File: config.mk
export PLATFORM = sky130hd
export DESIGN_NAME = bisr_output_merge_os
export DESIGN_NICKNAME = d
export VERILOG_FILES = /design/src/rtl/bisr_output_merge_os.sv
export SDC_FILE = /design/constraint.sdc
export NUM_CORES = 1
export LEC_CHECK = 0
export CORE_AREA = 2 2 234 213
export CTS_BUF_LIST = sky130_fd_sc_hd__clkbuf_16
export CTS_CLUSTER_SIZE = 30
export DETAILED_ROUTE_END_ITERATION = 16
export DIE_AREA = 0 0 236 215
export PLACE_DENSITY = 0.66
export SETUP_SLACK_MARGIN = 0.4
export SLEW_MARGIN = 10
export SYNTH_ARGS = -nofsm -noshare
export SYNTH_HDL_FRONTEND = slang
export SYNTH_SLANG_ARGS = --single-unit
export TNS_END_PERCENT = 50
File: constraint.sdc
create_clock -name clk -period 34.1 [get_ports clk]
set_input_delay 6.82 -clock clk [delete_from_list [all_inputs] [get_ports clk]]
set_output_delay 6.82 -clock clk [all_outputs]
set_load 0.1 [all_outputs]
File: src/rtl/bisr_output_merge_os.sv
// Output merge stage for the BISR output-stationary systolic array.
// It drains the result matrix from the systolic bottom outputs and captures
// the recompute-unit (RU) results for faulty PEs. It then streams the corrected
// matrix row by row over a valid/ready handshake.
module bisr_output_merge_os #(
    parameter  int ROWS       = 4,
    parameter  int COLS       = 4,
    parameter  int WORD_SIZE  = 16,
    parameter  int NUM_RU     = 4,
    parameter  int RU_TIMEOUT = 64,
    localparam int RC_W       = (COLS > 1) ? $clog2(COLS) : 1,
    localparam int RIDX_W     = (ROWS > 1) ? $clog2(ROWS) : 1
) (
    input  logic                        clk,
    input  logic                        rst,
    input  logic                        drain_start,
    input  logic [COLS*WORD_SIZE-1:0]   systolic_bottom_out,
    input  logic [NUM_RU-1:0]           ru_expected,
    input  logic [NUM_RU-1:0]           ru_output_valid,
    input  logic [NUM_RU*WORD_SIZE-1:0] rcm_bottom_out,
    input  logic [RC_W*NUM_RU-1:0]      ru_col_mapping,
    input  logic [RC_W*NUM_RU-1:0]      ru_row_mapping,
    output logic                        out_valid,
    input  logic                        out_ready,
    output logic [RIDX_W-1:0]           out_row_idx,
    output logic [COLS*WORD_SIZE-1:0]   out_row_data,
    output logic                        busy,
    output logic                        done,
    output logic                        ru_timeout_err,
    output logic                        overrun_err
);

    localparam int                   TO_W    = (RU_TIMEOUT > 1) ? $clog2(RU_TIMEOUT) : 1;
    localparam logic [TO_W-1:0]      TO_LAST = TO_W'(RU_TIMEOUT - 1);
    localparam logic [RIDX_W-1:0]    ROW_LAST = RIDX_W'(ROWS - 1);

    typedef enum logic [1:0] {
        S_IDLE,
        S_DRAIN,
        S_WAIT_RU,
        S_EMIT
    } state_t;

    state_t                     r_state;
    state_t                     w_state_nxt;
    logic [RIDX_W-1:0]          r_beat;
    logic [RIDX_W-1:0]          r_row_cnt;
    logic [TO_W-1:0]            r_to_cnt;
    logic [NUM_RU-1:0]          r_pending;
    logic [NUM_RU-1:0]          r_flag;
    logic                       r_done;
    logic                       r_to_err;
    logic                       r_ovr_err;
    logic [COLS*WORD_SIZE-1:0]  r_buf     [ROWS];
    logic [WORD_SIZE-1:0]       r_ov_data [NUM_RU];
    logic [RC_W-1:0]            r_ov_row  [NUM_RU];
    logic [RC_W-1:0]            r_ov_col  [NUM_RU];

    logic                       w_capture_en;
    logic [NUM_RU-1:0]          w_cap;
    logic [NUM_RU-1:0]          w_pending_nxt;
    logic                       w_beat_last;
    logic                       w_row_last;
    logic                       w_accept;
    logic                       w_to_fire;
    logic [RIDX_W-1:0]          w_wr_row;
    logic [COLS*WORD_SIZE-1:0]  w_row_patched;

    // RU strobes are only honoured while a matrix is being collected.
    assign w_capture_en  = (r_state == S_DRAIN) || (r_state == S_WAIT_RU);
    assign w_cap         = ru_output_valid & r_pending & {NUM_RU{w_capture_en}};
    assign w_pending_nxt = r_pending & ~w_cap;
    assign w_beat_last   = (r_beat == ROW_LAST);
    assign w_row_last    = (r_row_cnt == ROW_LAST);
    assign w_accept      = (r_state == S_EMIT) && out_ready;
    // The bottom row drains first, so beat k lands in row ROWS-1-k.
    assign w_wr_row      = ROW_LAST - r_beat;

    // State register.
    always_ff @(posedge clk or posedge rst) begin
        // NOTE: sequential state uses non-blocking assignments so every register samples pre-edge values.
        if (rst) r_state <= S_IDLE;
        else     r_state <= w_state_nxt;
    end

    // Next-state logic. The timeout error is suppressed if the last RU lands in the final cycle.
    always_comb begin
        // NOTE: defaults first so no path leaves a signal unassigned (which would infer a latch).
        w_state_nxt = r_state;
        w_to_fire   = 1'b0;
        case (r_state)
            S_IDLE:    if (drain_start) w_state_nxt = S_DRAIN;
            S_DRAIN:   if (w_beat_last) w_state_nxt = (r_pending != '0) ? S_WAIT_RU : S_EMIT;
            S_WAIT_RU: begin
                if (r_pending == '0) begin
                    w_state_nxt = S_EMIT;
                end else if (r_to_cnt == TO_LAST) begin
                    w_state_nxt = S_EMIT;
                    w_to_fire   = (w_pending_nxt != '0);
                end
            end
            S_EMIT:    if (w_accept && w_row_last) w_state_nxt = S_IDLE;
            default:   w_state_nxt = S_IDLE;
        endcase
    end

    // Beat, row and timeout counters, the done pulse and the sticky error flags.
    always_ff @(posedge clk or posedge rst) begin
        if (rst) begin
            r_beat    <= '0;
            r_row_cnt <= '0;
            r_to_cnt  <= '0;
            r_done    <= 1'b0;
            r_to_err  <= 1'b0;
            r_ovr_err <= 1'b0;
        end else begin
            if (r_state == S_DRAIN)
                r_beat <= w_beat_last ? '0 : r_beat + 1'b1;
            if (w_accept)
                r_row_cnt <= w_row_last ? '0 : r_row_cnt + 1'b1;
            if (r_state == S_WAIT_RU && w_state_nxt == S_WAIT_RU)
                r_to_cnt <= r_to_cnt + 1'b1;
            else
                r_to_cnt <= '0;
            r_done    <= w_accept && w_row_last;
            r_to_err  <= r_to_err | w_to_fire;
            r_ovr_err <= r_ovr_err | (drain_start && r_state != S_IDLE);
        end
    end

    // Matrix buffer written one row per drain beat.
    always_ff @(posedge clk or posedge rst) begin
        // NOTE: this storage is reset on purpose so an aborted matrix can never leak into a later one.
        if (rst) begin
            for (int r = 0; r < ROWS; r++) r_buf[r] <= '0;
        end else if (r_state == S_DRAIN) begin
            r_buf[w_wr_row] <= systolic_bottom_out;
        end
    end

    // RU capture: pending mask, override flags and tagged override slots.
    always_ff @(posedge clk or posedge rst) begin
        if (rst) begin
            r_pending <= '0;
            r_flag    <= '0;
            for (int i = 0; i < NUM_RU; i++) begin
                r_ov_data[i] <= '0;
                r_ov_row[i]  <= '0;
                r_ov_col[i]  <= '0;
            end
        end else if (r_state == S_IDLE && drain_start) begin
            r_pending <= ru_expected;
            r_flag    <= '0;
        end else if (w_capture_en) begin
            r_pending <= w_pending_nxt;
            r_flag    <= r_flag | w_cap;
            for (int i = 0; i < NUM_RU; i++) begin
                if (w_cap[i]) begin
                    r_ov_data[i] <= rcm_bottom_out[i*WORD_SIZE +: WORD_SIZE];
                    r_ov_row[i]  <= ru_row_mapping[i*RC_W +: RC_W];
                    r_ov_col[i]  <= ru_col_mapping[i*RC_W +: RC_W];
                end
            end
        end
    end

    // Patch mux: later (higher-index) slots overwrite earlier ones on a shared coordinate.
    always_comb begin
        w_row_patched = r_buf[r_row_cnt];
        for (int i = 0; i < NUM_RU; i++) begin
            for (int c = 0; c < COLS; c++) begin
                if (r_flag[i] && r_ov_row[i] == RC_W'(r_row_cnt) && r_ov_col[i] == RC_W'(c))
                    w_row_patched[c*WORD_SIZE +: WORD_SIZE] = r_ov_data[i];
            end
        end
    end

    assign out_valid      = (r_state == S_EMIT);
    assign out_row_idx    = r_row_cnt;
    assign out_row_data   = out_valid ? w_row_patched : '0;
    assign busy           = (r_state != S_IDLE);
    assign done           = r_done;
    assign ru_timeout_err = r_to_err;
    assign overrun_err    = r_ovr_err;

endmodule

==> summary.txt <==
Vias in the first global route = 14605
I/O pin cnt = 227
Final hold violation count = 0
Headroom to the max-slew limit = 15.3%
RSZ-0062 raised after global routing = false
Fill cells = 4153
Die Area = 50700 um2
Starting density of the core = 39.6%
Final Util = 47.8%
Reg-to-Reg Start = out_row_idx[0]
Post-synthesis cell count = 1493
R2R Setup Slk = 31100 ps
Top cells by area, synth = dfrtp_1 (47%), mux2_2 (20%), mux4_2 (7.5%)
Final worst slack = 21610 ps
Pwr per Cell Area = 103 nW/um2
Post-synth EDFFs = 0
Leading area contributor after synthesis = dfrtp_1
Total of warnings raised by yosys = 0
Worst reg2reg endpoint = r_to_cnt[2]
WL/cell = 28.5 um
Crit. End Element = output port
Net Count, Synth = 1660
CP Class = reg -> out
Chip width = 236 um
Slew @ Worst Pin = 1270 ps
Worst hold path type = reg -> reg
CP arrival = 5670 ps
CP max FO = 53
Hold Path Sink = overrun_err
CTS-repair resized insts = 0
Final Max Tran Viols = 0
IO Port Bufs = 226
Type of element launching the critical path = flop
H-tree Lvls = 2
Depth of the worst hold-timing path = 1
Yosys top cell area share = 46.8%
Final WL = 65600 um
Grt ovf = 0
Register area share after synthesis = 46.8%
Hold Crit Start = overrun_err
Final instance area = 23200 um2
Synthesized cell area = 19200 um2
# hold bufs at CTS = 0
Status = complete, no violations
Final Non-Filler Cells = 2300
Count leader, synth = dfrtp_1
Max Buffers Root-to-Sink = 3
Pre-Repair DR Iteration Count = 8
Clock Skew = 25.7 ps
Routability cong. = 0.991
Most frequent cells after synthesis = dfrtp_1 (359), mux2_2 (342), a221oi_1 (106)
Vias/cell = 6.30
Core Box Area = 48500 um2
Iter 0 DRT Violations = 1835
Initial antenna violation count = 12
Via count = 14485
CTS buffer count = 41
Critical Path RT = 27280 ps
Area delta synth->final = 20.6%
R2r worst-path depth = 6
Global-route usage over all layers = 25.8%
Nets = 1802
Dpl hpwl = 45700 um
Final Cycle Share = 36.6%
Die height = 215 um
# clock sinks = 359
Placed Instance Area = 21900 um2
Clock Root Buffer = clkbuf_16
Inst Count DP = 2224
IR drop worst, VDD = 0.0520 mV
Max Fclk = 0.0801 GHz
Fin crit period = 12490 ps
CTS tree = yes
Pre-CTS WS = 22400 ps
First-pass GRT wire length = 98000 um
P_leak = 8.76 nW
TNS Setup = 0 ps
Max-cap check violation count = 0
Insertion delay to the later sink of the worst-skew pair = 590 ps
Most used DFF post-synth = dfrtp_1
Post-DRT Antenna Nets = 0
Pin count of the biggest net entering global routing = 136
Share of cells above drive strength 1 = 31.7%
Syn Area/Cell = 12.9 um2
Final setup violation count = 0
Setup Buffers After CTS = 0
Drt drc = 0
Clock transition at path regs = 60 ps
Site Rows = 77
FFs w/ async S/R, synth = 100%
Synth unique cells = 48
Yosys reg bits = 359
-- worst max-delay path, stage by stage (launching register included) --
cell and delay, ps:
dfrtp_4 670, buf_4 720, xor2_1 490, nor3_2 1110, a221oi_1 220, a211oi_1 570
clkdlybuf4s50_1 1240
-- layout make-up --
type | instances | area (um2) | share of cell area [%]
Antenna cell | 3 | 7.51 | 0.0324
Clock buffer | 41 | 1030 | 4.43
Clock inverter | 32 | 275 | 1.19
Sequential cell | 359 | 8990 | 38.8
Timing Repair Buffer | 251 | 2450 | 10.6
Multi-Input combinational cell | 973 | 9580 | 41.4
Tap cell | 632 | 791 | 3.41
Inverter | 9 | 41.3 | 0.178
-- registers in the layout, summed over array words and instances (netlist names) --
signal          count
done                1
out_row_idx         2
overrun_err         1
r_beat              2
r_buf             256
r_flag              4
r_ov_col            8
r_ov_data          64
r_ov_row            8
r_pending           4
r_state             2
r_to_cnt            6
ru_timeout_err      1
-- layout by cell type (no fill, tap or decap), types with 3 or more instances in the layout --
| cell | n |
|---|---|
| bufinv_16 | 3 |
| and3_1 | 8 |
| o31a_1 | 4 |
| or4_1 | 5 |
| nand2b_1 | 5 |
| nor2_1 | 10 |
| a221oi_1 | 106 |
| ha_1 | 11 |
| nand4b_1 | 48 |
| nor3_1 | 4 |
| and2_1 | 32 |
| o21ai_0 | 68 |
| a21boi_0 | 6 |
| nand2_1 | 10 |
| a21oi_1 | 66 |
| nand3_1 | 5 |
| inv_6 | 3 |
| clkinv_1 | 8 |
| nor3_2 | 4 |
| nand4_1 | 19 |
| mux2_2 | 342 |
| xnor2_1 | 5 |
| nor4b_4 | 3 |
| xor2_1 | 9 |
| clkdlybuf4s50_1 | 226 |
| or3_1 | 4 |
| dfrtp_1 | 357 |
| inv_1 | 20 |
| diode_2 | 3 |
| buf_4 | 24 |
| a211oi_1 | 66 |
| nand2_2 | 4 |
| clkbuf_16 | 41 |
| a221oi_2 | 18 |
| a21o_1 | 5 |
| nor2b_1 | 18 |
| nor4_4 | 3 |
| mux4_2 | 64 |
-- worst max path at each step --
stage | from | end | cells after the start
after floorplan | rst | done | 1
after global placement | out_row_idx[0] | out_row_data[17] | 7
after detailed placement | out_row_idx[1] | out_row_data[23] | 6
after CTS | out_row_idx[0] | out_row_data[54] | 6
after global routing | out_row_idx[1] | out_row_data[23] | 6
final | out_row_idx[1] | out_row_data[59] | 6
-- metrics by stage --
step | power (mW) | hold slack (ps)
after floorplan | 1.58 | 455
after global placement | 1.91 | 441
after detailed placement | 1.94 | 452
after CTS | 2.38 | 465
after global routing | 2.50 | 489
final | 2.39 | 461
-- where the power goes --
part / switching (mW) / total, mW / internal [mW]
Sequential: 0.174 / 0.816 / 0.642
Clock: 0.187 / 0.431 / 0.244
Combinational: 0.644 / 1.14 / 0.501
Total: 1.01 / 2.39 / 1.39
-- cell families (layout without fill, tap and decap cells) --
logic type | count (synthesis) | after routing | share of synthesized area, %
multiplexers | 406 | 406 | 27.6
XOR/XNOR | 18 | 18 | 0.899
AND/OR/NAND/NOR | 192 | 192 | 7.07
buffers and inverters | 161 | 333 | 3.74
adder cells (fa/ha/maj) | 11 | 11 | 0.717
flip-flops | 359 | 359 | 46.8
AO/OA/AOI/OAI | 346 | 346 | 13.3
other | 0 | 3 | 0
-- per-layer routing --
metal / vias to the layer above / wire length [um] / part of all wire (%) / track usage, %
met5: - / 111 / 0.17 / 0
met4: 18 / 3200 / 4.9 / 11.5
met3: 182 / 5850 / 8.9 / 7.17
met2: 706 / 28400 / 43 / 38.0
met1: 7448 / 28000 / 43 / 35.5
li1: 6131 / - / - / -
(Power assumes the default switching activity.)
